## src/rtl/sumador_pkg.sv

```systemverilog
// +----------------------------------------------------------------------+
// | sumador_pkg: shared state encoding and default width for the serial  |
// | adder/subtractor.                                                    |
// | Rev 1.0                                                              |
// +----------------------------------------------------------------------+
`default_nettype none

package sumador_pkg;

    localparam int ANCHO_DEF = 8;

    typedef enum logic [1:0] {
        INACTIVO = 2'd0,
        SUMANDO  = 2'd1,
        LISTO    = 2'd2
    } estado_t;

endpackage

`default_nettype wire

```

## src/rtl/sumador_completo.sv

```systemverilog
// +----------------------------------------------------------------------+
// | sumador_completo: one-bit full adder used as the serial bit-slice.   |
// | Rev 1.0                                                              |
// +----------------------------------------------------------------------+
`default_nettype none

module sumador_completo (
    input  logic a,
    input  logic b,
    input  logic acarreo_in,
    output logic suma_bit,
    output logic acarreo_out
);

    assign suma_bit    = a ^ b ^ acarreo_in;
    assign acarreo_out = (a & b) | (acarreo_in & (a ^ b));

endmodule

`default_nettype wire

```

## src/rtl/sumador_serial.sv

```systemverilog
// +----------------------------------------------------------------------+
// | sumador_serial: bit-serial ANCHO-bit adder, LSB first, with valid/   |
// | ready handshakes. SUMADOR_SERIAL_RESTA_EN enables A-B via `resta`.   |
// | Rev 1.0                                                              |
// +----------------------------------------------------------------------+
`default_nettype none

module sumador_serial
    import sumador_pkg::*;
#(
    parameter int ANCHO = ANCHO_DEF
) (
    input  logic             clk,
    input  logic             rst_n,
    input  logic             in_valid,
    output logic             in_ready,
    input  logic [ANCHO-1:0] op_a,
    input  logic [ANCHO-1:0] op_b,
    input  logic             acarreo_in,
    input  logic             resta,
    output logic             out_valid,
    input  logic             out_ready,
    output logic [ANCHO-1:0] resultado,
    output logic             acarreo_out,
    output logic             desbordamiento
);

    localparam int             CW       = (ANCHO > 1) ? $clog2(ANCHO) : 1;
    localparam logic [CW-1:0]  C_ULTIMO = CW'(ANCHO - 1);

    estado_t          estado_q, estado_d;
    logic [CW-1:0]    cnt_q, cnt_d;
    logic [ANCHO-1:0] a_q, a_d;
    logic [ANCHO-1:0] b_q, b_d;
    logic [ANCHO-2:0] acc_q, acc_d;
    logic             carry_q, carry_d;
    logic [ANCHO-1:0] res_q, res_d;
    logic             co_q, co_d;
    logic             ov_q, ov_d;

    logic [ANCHO-1:0] w_b_cap;
    logic             w_ci_cap;
    logic             w_suma;
    logic             w_co;
    logic [ANCHO-1:0] w_acc_sig;

`ifdef SUMADOR_SERIAL_RESTA_EN
    assign w_b_cap  = resta ? ~op_b : op_b;
    assign w_ci_cap = resta ? 1'b1  : acarreo_in;
`else
    logic w_unused;
    assign w_unused = resta;
    assign w_b_cap  = op_b;
    assign w_ci_cap = acarreo_in;
`endif

    sumador_completo u_bit (
        .a           (a_q[0]),
        .b           (b_q[0]),
        .acarreo_in  (carry_q),
        .suma_bit    (w_suma),
        .acarreo_out (w_co)
    );

    // Earlier bits sit in acc_q with bit 0 at the LSB once all but the last are in.
    assign w_acc_sig = {w_suma, acc_q};

    always_comb begin
        estado_d = estado_q;
        cnt_d    = cnt_q;
        a_d      = a_q;
        b_d      = b_q;
        acc_d    = acc_q;
        carry_d  = carry_q;
        res_d    = res_q;
        co_d     = co_q;
        ov_d     = ov_q;
        case (estado_q)
            INACTIVO: begin
                if (in_valid) begin
                    estado_d = SUMANDO;
                    a_d      = op_a;
                    b_d      = w_b_cap;
                    carry_d  = w_ci_cap;
                    cnt_d    = '0;
                end
            end
            SUMANDO: begin
                a_d     = a_q >> 1;
                b_d     = b_q >> 1;
                acc_d   = w_acc_sig[ANCHO-1:1];
                carry_d = w_co;
                if (cnt_q == C_ULTIMO) begin
                    estado_d = LISTO;
                    res_d    = w_acc_sig;
                    co_d     = w_co;
                    ov_d     = carry_q ^ w_co;
                end else begin
                    cnt_d = cnt_q + 1'b1;
                end
            end
            LISTO: begin
                if (out_ready) begin
                    estado_d = INACTIVO;
                end
            end
            default: estado_d = INACTIVO;
        endcase
    end

    always_ff @(posedge clk or negedge rst_n) begin
        if (!rst_n) begin
            estado_q <= INACTIVO;
            cnt_q    <= '0;
            a_q      <= '0;
            b_q      <= '0;
            acc_q    <= '0;
            carry_q  <= 1'b0;
            res_q    <= '0;
            co_q     <= 1'b0;
            ov_q     <= 1'b0;
        end else begin
            estado_q <= estado_d;
            cnt_q    <= cnt_d;
            a_q      <= a_d;
            b_q      <= b_d;
            acc_q    <= acc_d;
            carry_q  <= carry_d;
            res_q    <= res_d;
            co_q     <= co_d;
            ov_q     <= ov_d;
        end
    end

    assign in_ready       = (estado_q == INACTIVO);
    assign out_valid      = (estado_q == LISTO);
    assign resultado      = res_q;
    assign acarreo_out    = co_q;
    assign desbordamiento = ov_q;

endmodule

`default_nettype wire

```

## config.mk

```make
export PLATFORM = sky130hd
export DESIGN_NAME = sumador_serial
export DESIGN_NICKNAME = d
export VERILOG_FILES = /design/src/rtl/sumador_pkg.sv /design/src/rtl/sumador_completo.sv /design/src/rtl/sumador_serial.sv
export SDC_FILE = /design/constraint.sdc
export NUM_CORES = 1
export LEC_CHECK = 0
export ABC_CLOCK_PERIOD_IN_PS = 1600
export CAP_MARGIN = 5
export CORE_MARGIN = 2
export CORE_UTILIZATION = 40
export DETAILED_ROUTE_END_ITERATION = 7
export GPL_TIMING_DRIVEN = 0
export HOLD_SLACK_MARGIN = 0.15
export PLACE_DENSITY = 0.78
export SYNTH_ARGS = -nofsm -noshare
export SYNTH_HDL_FRONTEND = slang
export SYNTH_SLANG_ARGS = --single-unit
```

## constraint.sdc

```tcl
create_clock -name clk -period 1.6 [get_ports clk]
set_input_delay 0.32 -clock clk [delete_from_list [all_inputs] [get_ports clk]]
set_output_delay 0.32 -clock clk [all_outputs]
set_load 0.005 [all_outputs]
```

==> results of run 1 <==
## power groups by stage
stage               Sequential [mW]  Clock [mW]  Combinational, mW
floorplan                      1.69           0               1.13
global placement               1.74           0               1.61
detailed placement             1.77           0               1.68
CTS                            1.76       0.665               1.79
global route                   1.83       0.711               2.10
finish                         1.76       0.640               1.91
## metal layers
layer | vias to the layer above | global-route usage, % | wire length (µm)
li1 | 633 | - | -
met1 | 614 | 20.4 | 1660
met2 | 42 | 25.4 | 1730
met3 | 7 | 4.08 | 192
met4 | 0 | 6.92 | 61
met5 | - | 0 | 0
## kinds of logic after synthesis
| kind of cell | count (synthesis) | synth area share, % |
|---|---|---|
| buffers and inverters | 22 | 5.60 |
| adders and majority gates | 3 | 2.46 |
| DFF | 39 | 53.2 |
| AOI/OAI and AO/OA | 24 | 12.1 |
| xor gates and xnor gates | 1 | 0.478 |
| muxes | 17 | 10.4 |
| and+or+nand+nor | 37 | 15.7 |
## path summary, 6_finish.rpt
kind | cells after the start | endpoint | start | slack, ns
min | 1 | desbordamiento$_DFFE_PN0P_ | rst_n | 0.13
max in group asynchronous | 1 | cnt_q[1]$_DFFE_PN0P_ | rst_n | 0.93
min in group clk | 1 | resultado[2]$_DFFE_PN0P_ | resultado[2]$_DFFE_PN0P_ | 0.50
max | 5 | in_ready | estado_q[0]$_DFFE_PN0P_ | 0.05
max reg2reg | 5 | resultado[5]$_DFFE_PN0P_ | cnt_q[0]$_DFFE_PN0P_ | 0.06
min reg2reg | 1 | resultado[2]$_DFFE_PN0P_ | resultado[2]$_DFFE_PN0P_ | 0.50
## worst register-to-register path: stages (launching register included)
cell and delay [ns]:
dfrtp_1 0.42, ha_2 0.20, ha_4 0.16, nand3b_1 0.17
buf_6 0.15, mux2_2 0.33
## synthesized netlist by cell type (2+ instances only)
master | count | area share (%)
a211o_1 | 2 | 0.96
a211oi_1 | 5 | 2.0
buf_2 | 8 | 2.2
buf_4 | 2 | 0.82
clkbuf_2 | 2 | 0.55
dfrtp_1 | 39 | 53
ha_1 | 2 | 1.4
inv_1 | 9 | 1.8
mux2_1 | 2 | 1.2
mux2_2 | 15 | 9.2
nand2_1 | 2 | 0.41
nand2b_1 | 5 | 1.7
nand3_1 | 3 | 0.82
nor3b_1 | 7 | 2.9
nor4b_1 | 5 | 2.4
nor4bb_1 | 2 | 1.1
o221a_2 | 10 | 6.1
o221ai_1 | 3 | 1.4
or4b_1 | 10 | 5.5
## layout make-up
class	count	area, µm²	area share, %
multi-input cells	82	798	32.6
well taps	52	65.1	2.65
clock inverters	2	12.5	0.510
flip-flops and latches	39	976	39.8
clock buffers	6	72.6	2.96
inverters	9	33.8	1.38
repair buffers	41	384	15.7
plain buffers	13	110	4.49
## state kept, by name, indices dropped and copies added, names as in the netlist
name,count
a_q,8
b_q,8
resultado,8
acc_q,7
cnt_q,3
estado_q,2
acarreo_out,1
carry_q,1
desbordamiento,1
## repair_timing
action,CTS,global route
resized for setup,22,14
setup endpoints to repair,11,11
pin swaps,1,2
setup buffers,4,4
gates cloned,0,1
==> impl_metrics.yaml, run 1 <==
timing:
  skew_ns: 0.00513
  tns_ns: 0
  maxSlewHeadroom_pct: 43.4
  setup_viol: 0
  period_share_pct: 97.0
  hold_viol: 0
  tightestPinTransition_ns: 0.848
  min_period_ns: 1.55
  maxSlewViolCount: 0
  max_freq_ghz: 0.644
  timing.hold.ws_ns: 0.131
  setup_ws_ns: 0.0481
logic_synthesis:
  syn_area_mm2: 0.00183
  syn-num-nets: 168
  synth-async-reset-ratio_pct: 100
  synth_edf_count: 0
  synth-main-ff-cell: "dfrtp_1"
  seq_area_frac_synth_pct: 53.2
  synthCells: 143
  synth-seq-cells: 39
  yosysUniqueCellTypes: 29
  yosysWarnings: 0
  syn_avg_cell_area_um2: 12.8
clocking:
  clk_pin_slew_worst_paths_ns: 0.07
  clock_latency_ns: 0.29
  cts_max_level: 2
  cts_buffers: 5
  cts_tree: "done"
  clockBufferDepth: 2
  cts_hold_buffers: 0
  cts_num_sinks: 39
  cts_root_buffer: "clkbuf_8"
power_and_ir_drop:
  power_mw: 4.32
  swShare_pct: 31.4
  clkPwrFrac_pct: 14.8
  leakage_nw: 1.08
  combPwrFrac_pct: 44.3
  p_per_area_mw_per_mm2: 1760
  ir_drop_v: 0.000697
  p_int_mw: 2.96
  p_sw_mw: 1.36
  seqPwrFrac_pct: 40.9
route:
  ant_nets: 0
  routed-via-count: 1296
  firstDrtPassIters: 4
  wl_per_cell_um: 14.9
  drt_iter0_drc: 121
  wirelength_um: 3640
  drc: 0
  viasPerCell: 5.31
setup_path:
  crit_buf_inv: 4
  critPathTopFamily: "buffers and inverters"
  end_kind: "output port"
  cp.arrival_ns: 1.23
  slowest_stage: "dfrtp_1"
  critPathLaunchType: "flip-flop"
  cp_max_fo: 4
  required_ns: 1.28
  cpPeakStageDelay_ns: 0.40
  path_cells: "buf_6 > buf_8 > clkbuf_8 > nor2_2 > buf_2"
  path_class: "flip-flop to output port"
floorplanning:
  coreArea_mm2: 0.00438
  dieWidth_um: 71.7
  die_h_um: 71.7
  pin_count: 34
  dieArea_mm2: 0.00514
  start_util_pct: 41.8
  num_rows: 24
place:
  io_buffers: 32
  pre_cts_ws_ns: -0.184
  routabilityCongestion: 0.754
  dp.cells: 227
  dpl-instance-area_mm2: 0.00221
  dpl.hpwl_um: 2500
grt:
  grt_pass1_wl_um: 6270
  antenna_found_initial: 0
  track_usage_pct: 15.9
  grt_overflow: 0
  grt_start_max_net_pins: 40
  grt_pass1_vias: 1288
cells_and_area:
  antenna_cells: 0
  final_core_util_pct: 55.9
  area_growth_pct: 33.8
  nFillCells: 390
  most-common-layout-cells: "39 x dfrtp_1, 29 x clkdlybuf4s50_1, 10 x or4b_1, 10 x o221a_2, 10 x mux2_2"
  final_common_cell: "dfrtp_1"
  final_area_mm2: 0.00245
  layout-drive-gt1-share_pct: 32.8
  layout.cells.non_filler: 244
  nets: 216
run_status:
  status: "complete, no violations"
min_path:
  min_path_type: "input pin to asynchronous set/reset pin"
run:
  cap_violations: 0
Power figures use the tool's default switching activity.
==> run 2: changes to the inputs <==
--- a/config.mk
+++ b/config.mk
@@ -9,6 +9,7 @@
 export CAP_MARGIN = 5
 export CORE_MARGIN = 2
 export CORE_UTILIZATION = 40
+export CTS_BUF_LIST = sky130_fd_sc_hd__clkbuf_8 sky130_fd_sc_hd__clkbuf_16
 export DETAILED_ROUTE_END_ITERATION = 7
 export GPL_TIMING_DRIVEN = 0
 export HOLD_SLACK_MARGIN = 0.15
==> run 2 against run 1 <==
Effect of this change: sequential share of layout area stayed put; utilization stayed put; critical path depth is the same; critical path type unchanged; fmax about the same; sequential cell count unchanged; routed wire length unchanged; via count is the same; register-to-register slack hardly changed; sequential power is essentially flat; non-clock buffer count unchanged; setup slack barely moved.
==> impl_metrics.yaml, run 2 (synthesized netlist as in run 1, its figures left out) <==
clocking:
  cts_root_buffer: "clkbuf_8"
  cts_buffers: 5
  clock_latency_ns: 0.29
  clockBufferDepth: 2
  cts_max_level: 2
  cts_tree: "done"
  cts_num_sinks: 39
  clk_pin_slew_worst_paths_ns: 0.07
grt:
  grt_pass1_wl_um: 6270
  grt_start_max_net_pins: 40
  grt_pass1_vias: 1288
  track_usage_pct: 15.9
  grt_overflow: 0
  antenna_found_initial: 0
power_and_ir_drop:
  combPwrFrac_pct: 44.4
  p_per_area_mw_per_mm2: 1760
  leakage_nw: 1.08
  p_int_mw: 2.96
  ir_drop_v: 0.000697
  clkPwrFrac_pct: 14.7
  power_mw: 4.31
  swShare_pct: 31.4
  seqPwrFrac_pct: 40.9
  p_sw_mw: 1.36
cells_and_area:
  layout-drive-gt1-share_pct: 32.8
  area_growth_pct: 33.8
  layout.cells.non_filler: 244
  final_common_cell: "dfrtp_1"
  nets: 216
  nFillCells: 390
  antenna_cells: 0
  most-common-layout-cells: "39 x dfrtp_1, 29 x clkdlybuf4s50_1"
place:
  io_buffers: 32
  routabilityCongestion: 0.754
  dpl.hpwl_um: 2500
  dp.cells: 227
timing:
  timing.hold.ws_ns: 0.131
  setup_viol: 0
  skew_ns: 0.00542
  min_period_ns: 1.55
  tightestPinTransition_ns: 0.848
  hold_viol: 0
  max_freq_ghz: 0.644
  maxSlewHeadroom_pct: 43.4
  maxSlewViolCount: 0
  period_share_pct: 97.0
floorplanning:
  die_h_um: 71.7
  dieArea_mm2: 0.00514
  pin_count: 34
  start_util_pct: 41.8
  num_rows: 24
  coreArea_mm2: 0.00438
  dieWidth_um: 71.7
setup_path:
  required_ns: 1.28
  slowest_stage: "dfrtp_1"
  path_cells: "buf_6 > buf_8 > clkbuf_8 > nor2_2 > buf_2"
  cpPeakStageDelay_ns: 0.40
  end_kind: "output port"
  path_class: "flip-flop to output port"
  cp_max_fo: 4
  critPathLaunchType: "flip-flop"
  cp.arrival_ns: 1.23
run:
  cap_violations: 0
route:
  drt_iter0_drc: 119
  viasPerCell: 5.31
  drc: 0
  firstDrtPassIters: 4
  wirelength_um: 3640
  wl_per_cell_um: 14.9
  routed-via-count: 1296
  ant_nets: 0
run_status:
  status: "complete, no violations"
min_path:
  min_path_type: "input pin to asynchronous set/reset pin"
-- run 2: metal layers --
metal | global-route usage [%] | vias up | part of all wire, %
met5 | 0 | - | 0
met4 | 6.92 | 0 | 1.7
met3 | 4.08 | 7 | 5.3
met2 | 25.4 | 42 | 47
met1 | 20.4 | 614 | 46
li1 | - | 633 | -
-- run 2: layout make-up --
class                   count  area, µm²  area share (%)
flip-flops and latches     39        976            39.8
multi-input cells          82        798            32.6
repair buffers             41        384            15.7
plain buffers              13        110            4.49
clock buffers               5       68.8            2.81
well taps                  52       65.1            2.65
inverters                   9       33.8            1.38
clock inverters             3       16.3           0.663
-- run 2: power groups by stage --
stage / registers (mW) / clock network [mW] / logic (mW)
after floorplan: 1.69 / 0 / 1.13
after global placement: 1.74 / 0 / 1.61
after detailed placement: 1.77 / 0 / 1.68
after CTS: 1.76 / 0.659 / 1.79
after global routing: 1.83 / 0.705 / 2.10
final: 1.76 / 0.634 / 1.91
-- run 2: worst paths after layout --
kind	startpoint	to	slack (ns)	depth (start not counted)
min in group clk	resultado[2]$_DFFE_PN0P_	resultado[2]$_DFFE_PN0P_	0.50	1
worst max register to register	cnt_q[0]$_DFFE_PN0P_	resultado[5]$_DFFE_PN0P_	0.06	5
max in group asynchronous	rst_n	cnt_q[1]$_DFFE_PN0P_	0.93	1
worst max-delay path	estado_q[0]$_DFFE_PN0P_	in_ready	0.05	5
worst min-delay path	rst_n	desbordamiento$_DFFE_PN0P_	0.13	1
worst min register to register	resultado[2]$_DFFE_PN0P_	resultado[2]$_DFFE_PN0P_	0.50	1
-- run 2: what timing repair did --
item                                   4_1_cts  5_1_grt
cloned                                       0        1
pin swaps                                    1        2
endpoints found under the hold margin        0        0
hold buffers                                 0        0
buffers inserted                             4        4
setup endpoints to repair                   11       11
resized for setup                           22       14
-- run 2: through the flow --
step	setup slack [ns]	cell area, µm²	util, %	setup TNS, ns
global route	-0.00444	2450	55.9	-0.00596
finish	0.0481	2450	55.9	0
floorplan	0.0282	1830	-	0
global placement	-0.722	2220	50.6	-30.83
detailed placement	-0.184	2210	50.5	-2.82
CTS	0.0148	2370	54.0	0
-- run 2: critical path: cells and delay by family (launching register included) --
family | cells | cell delay (ns)
simple gates | 1 | 0.06
buf+inv | 4 | 0.48
flops | 1 | 0.40
==> run 3: changes to the inputs <==
--- a/config.mk
+++ b/config.mk
@@ -5,6 +5,7 @@
 export SDC_FILE = /design/constraint.sdc
 export NUM_CORES = 1
 export LEC_CHECK = 0
+export ABC_AREA = 1
 export ABC_CLOCK_PERIOD_IN_PS = 1600
 export CAP_MARGIN = 5
 export CORE_MARGIN = 2
==> run 3 against run 2 <==
Effect of this change: register-to-register slack gained 0.12 ns; first-iteration DRC count fell by 35%; non-clock buffer count shrank 9; power grew 1.8%; sequential power shrank 6%; routed wire length grew 5.3%; critical path depth is 1 lower; utilization is 1.8 points lower; cell area is 3.2% lower; fmax up 4.1%; sequential cell count is the same; critical endpoint is now out_valid; highest routed layer unchanged.
==> impl_metrics.yaml, run 3 <==
floorplanning:
  pin_count: 34
  dieArea_mm2: 0.00513
  die_h_um: 71.6
  num_rows: 24
  coreArea_mm2: 0.00438
  dieWidth_um: 71.6
  start_util_pct: 41.7
min_path:
  min_path_type: "input pin to asynchronous set/reset pin"
clocking:
  clk_pin_slew_worst_paths_ns: 0.07
  clockBufferDepth: 2
  cts_num_sinks: 39
  cts_max_level: 2
  cts_root_buffer: "clkbuf_8"
  cts_buffers: 5
  clock_latency_ns: 0.30
  cts_tree: "done"
  cts_hold_buffers: 0
power_and_ir_drop:
  p_per_area_mw_per_mm2: 1850
  ir_drop_v: 0.000659
  leakage_nw: 1.23
route:
  routed-via-count: 1492
  wl_per_cell_um: 12.2
  firstDrtPassIters: 4
  wirelength_um: 3840
  drt_iter0_drc: 77
  viasPerCell: 4.75
  drc: 0
  ant_nets: 0
timing:
  period_share_pct: 93.2
  timing.hold.ws_ns: 0.140
  tightestPinTransition_ns: 0.870
  maxSlewHeadroom_pct: 42.0
  setup_viol: 0
  maxSlewViolCount: 0
  tns_ns: 0
  skew_ns: 0.00698
  setup_ws_ns: 0.109
  min_period_ns: 1.49
  hold_viol: 0
  grt_setup_unrepaired: "no"
  max_freq_ghz: 0.671
cells_and_area:
  nets: 286
  final_core_util_pct: 54.2
  antenna_cells: 0
  layout-drive-gt1-share_pct: 14.5
  final_common_cell: "nand2_1"
  nFillCells: 409
  area_growth_pct: 29.8
  most-common-layout-cells: "111 x nand2_1, 38 x dfrtp_1, 29 x clkdlybuf4s50_1, 20 x nand3_1, 11 x inv_1"
grt:
  grt_pass1_wl_um: 6460
  track_usage_pct: 16.4
  antenna_found_initial: 0
  grt_start_max_net_pins: 40
  grt_overflow: 0
  grt_pass1_vias: 1486
logic_synthesis:
  syn-num-nets: 243
  syn_avg_cell_area_um2: 8.39
  synth-async-reset-ratio_pct: 100
  syn_area_mm2: 0.00183
  yosysTopAreaCell: "dfrtp_1"
  synthCells: 218
  synth.most_common_cell: "nand2_1"
  seq_area_frac_synth_pct: 53.4
  synthTopCellsByCount: "111 x nand2_1, 39 x dfrtp_1, 20 x nand3_1, 10 x inv_1, 8 x o21ai_0"
  synth_top_area_share_pct: 53.4
  synth_edf_count: 0
  yosysUniqueCellTypes: 20
  yosysWarnings: 0
  synth-seq-cells: 39
  ys_top_cells_by_area: "dfrtp_1 53%, nand2_1 23%, nand3_1 5.5%"
  synth-main-ff-cell: "dfrtp_1"
run:
  cap_violations: 0
setup_path:
  critPathLaunchType: "flip-flop"
  reg2reg_slack_ns: 0.18
  cp_max_fo: 10
  cp.arrival_ns: 1.17
  slowest_stage: "dfrtp_1"
  cpPeakStageDelay_ns: 0.40
  required_ns: 1.28
  path_class: "flip-flop to output port"
  end_kind: "output port"
  path_cells: "buf_6 > buf_8 > nor2_4 > buf_2"
place:
  io_buffers: 32
  dpl.hpwl_um: 2590
  pre_cts_ws_ns: -0.118
  routabilityCongestion: 0.827
run_status:
  status: "complete, no violations"
run 3: cells by family (layout without fill, tap and decap cells):
family	after synthesis	after routing	share of synthesized area, %
simple gates	138	138	30.8
flops	39	39	53.4
buf+inv	21	65	6.57
compound gates	16	16	6.36
fa+ha+maj	3	3	2.46
xor+xnor	1	1	0.479
run 3: layout make-up:
type | instances | area, µm² | area share [%]
sequential | 39 | 977 | 41.1
multi-input combinational | 158 | 746 | 31.4
timing repair buffer | 36 | 348 | 14.6
clock buffer | 7 | 96.3 | 4.06
buffer | 9 | 88.8 | 3.74
tap | 52 | 65.1 | 2.74
inverter | 12 | 50.0 | 2.11
clock inverter | 1 | 3.75 | 0.158
run 3: metrics by stage:
step / power, mW / instances / area (µm²)
5_1_grt: 4.80 / 314 / 2370
3_3_place_gp: 3.51 / 302 / 2210
3_5_place_dp: 3.60 / 302 / 2210
2_1_floorplan: 2.95 / 218 / 1830
6_report: 4.39 / 314 / 2370
4_1_cts: 4.39 / 311 / 2350
run 3: final timing paths:
check | end | from | cells after the start
worst max-delay path | out_valid | estado_q[0]$_DFFE_PN0P_ | 4
worst min-delay path | cnt_q[0]$_DFFE_PN0P_ | rst_n | 1
worst max register to register | estado_q[1]$_DFFE_PN0P_ | cnt_q[0]$_DFFE_PN0P_ | 5
worst min register to register | resultado[6]$_DFFE_PN0P_ | resultado[6]$_DFFE_PN0P_ | 2
max in group asynchronous | estado_q[1]$_DFFE_PN0P_ | rst_n | 1
min in group clk | resultado[6]$_DFFE_PN0P_ | resultado[6]$_DFFE_PN0P_ | 2
run 3: worst max-delay path: cells and delay by family (launching register included):
family / cells / cell delay, ns
AND/OR/NAND/NOR: 1 / 0.09
buffers and inverters: 3 / 0.39
flip-flops: 1 / 0.40
run 3: repair_timing:
item	in CTS	in global routing
setup endpoints to repair	2	2
buffers inserted	1	3
gates resized for setup	14	4
endpoints found under the hold margin	0	0
run 3: per-layer routing:
layer	track usage [%]	vias up	routed length [µm]	part of all wire [%]
li1	-	763	-	-
met1	20.8	680	1770	46
met2	25.8	39	1760	46
met3	4.92	10	193	5.0
met4	7.55	0	113	2.9
met5	0	-	0	0
run 3: where the power goes:
group	switching [mW]	internal, mW	total, mW	leakage, nW
sequential	0.247	1.41	1.66	0.497
clock	0.340	0.387	0.727	0.0557
combinational	1.09	0.910	2.00	0.678
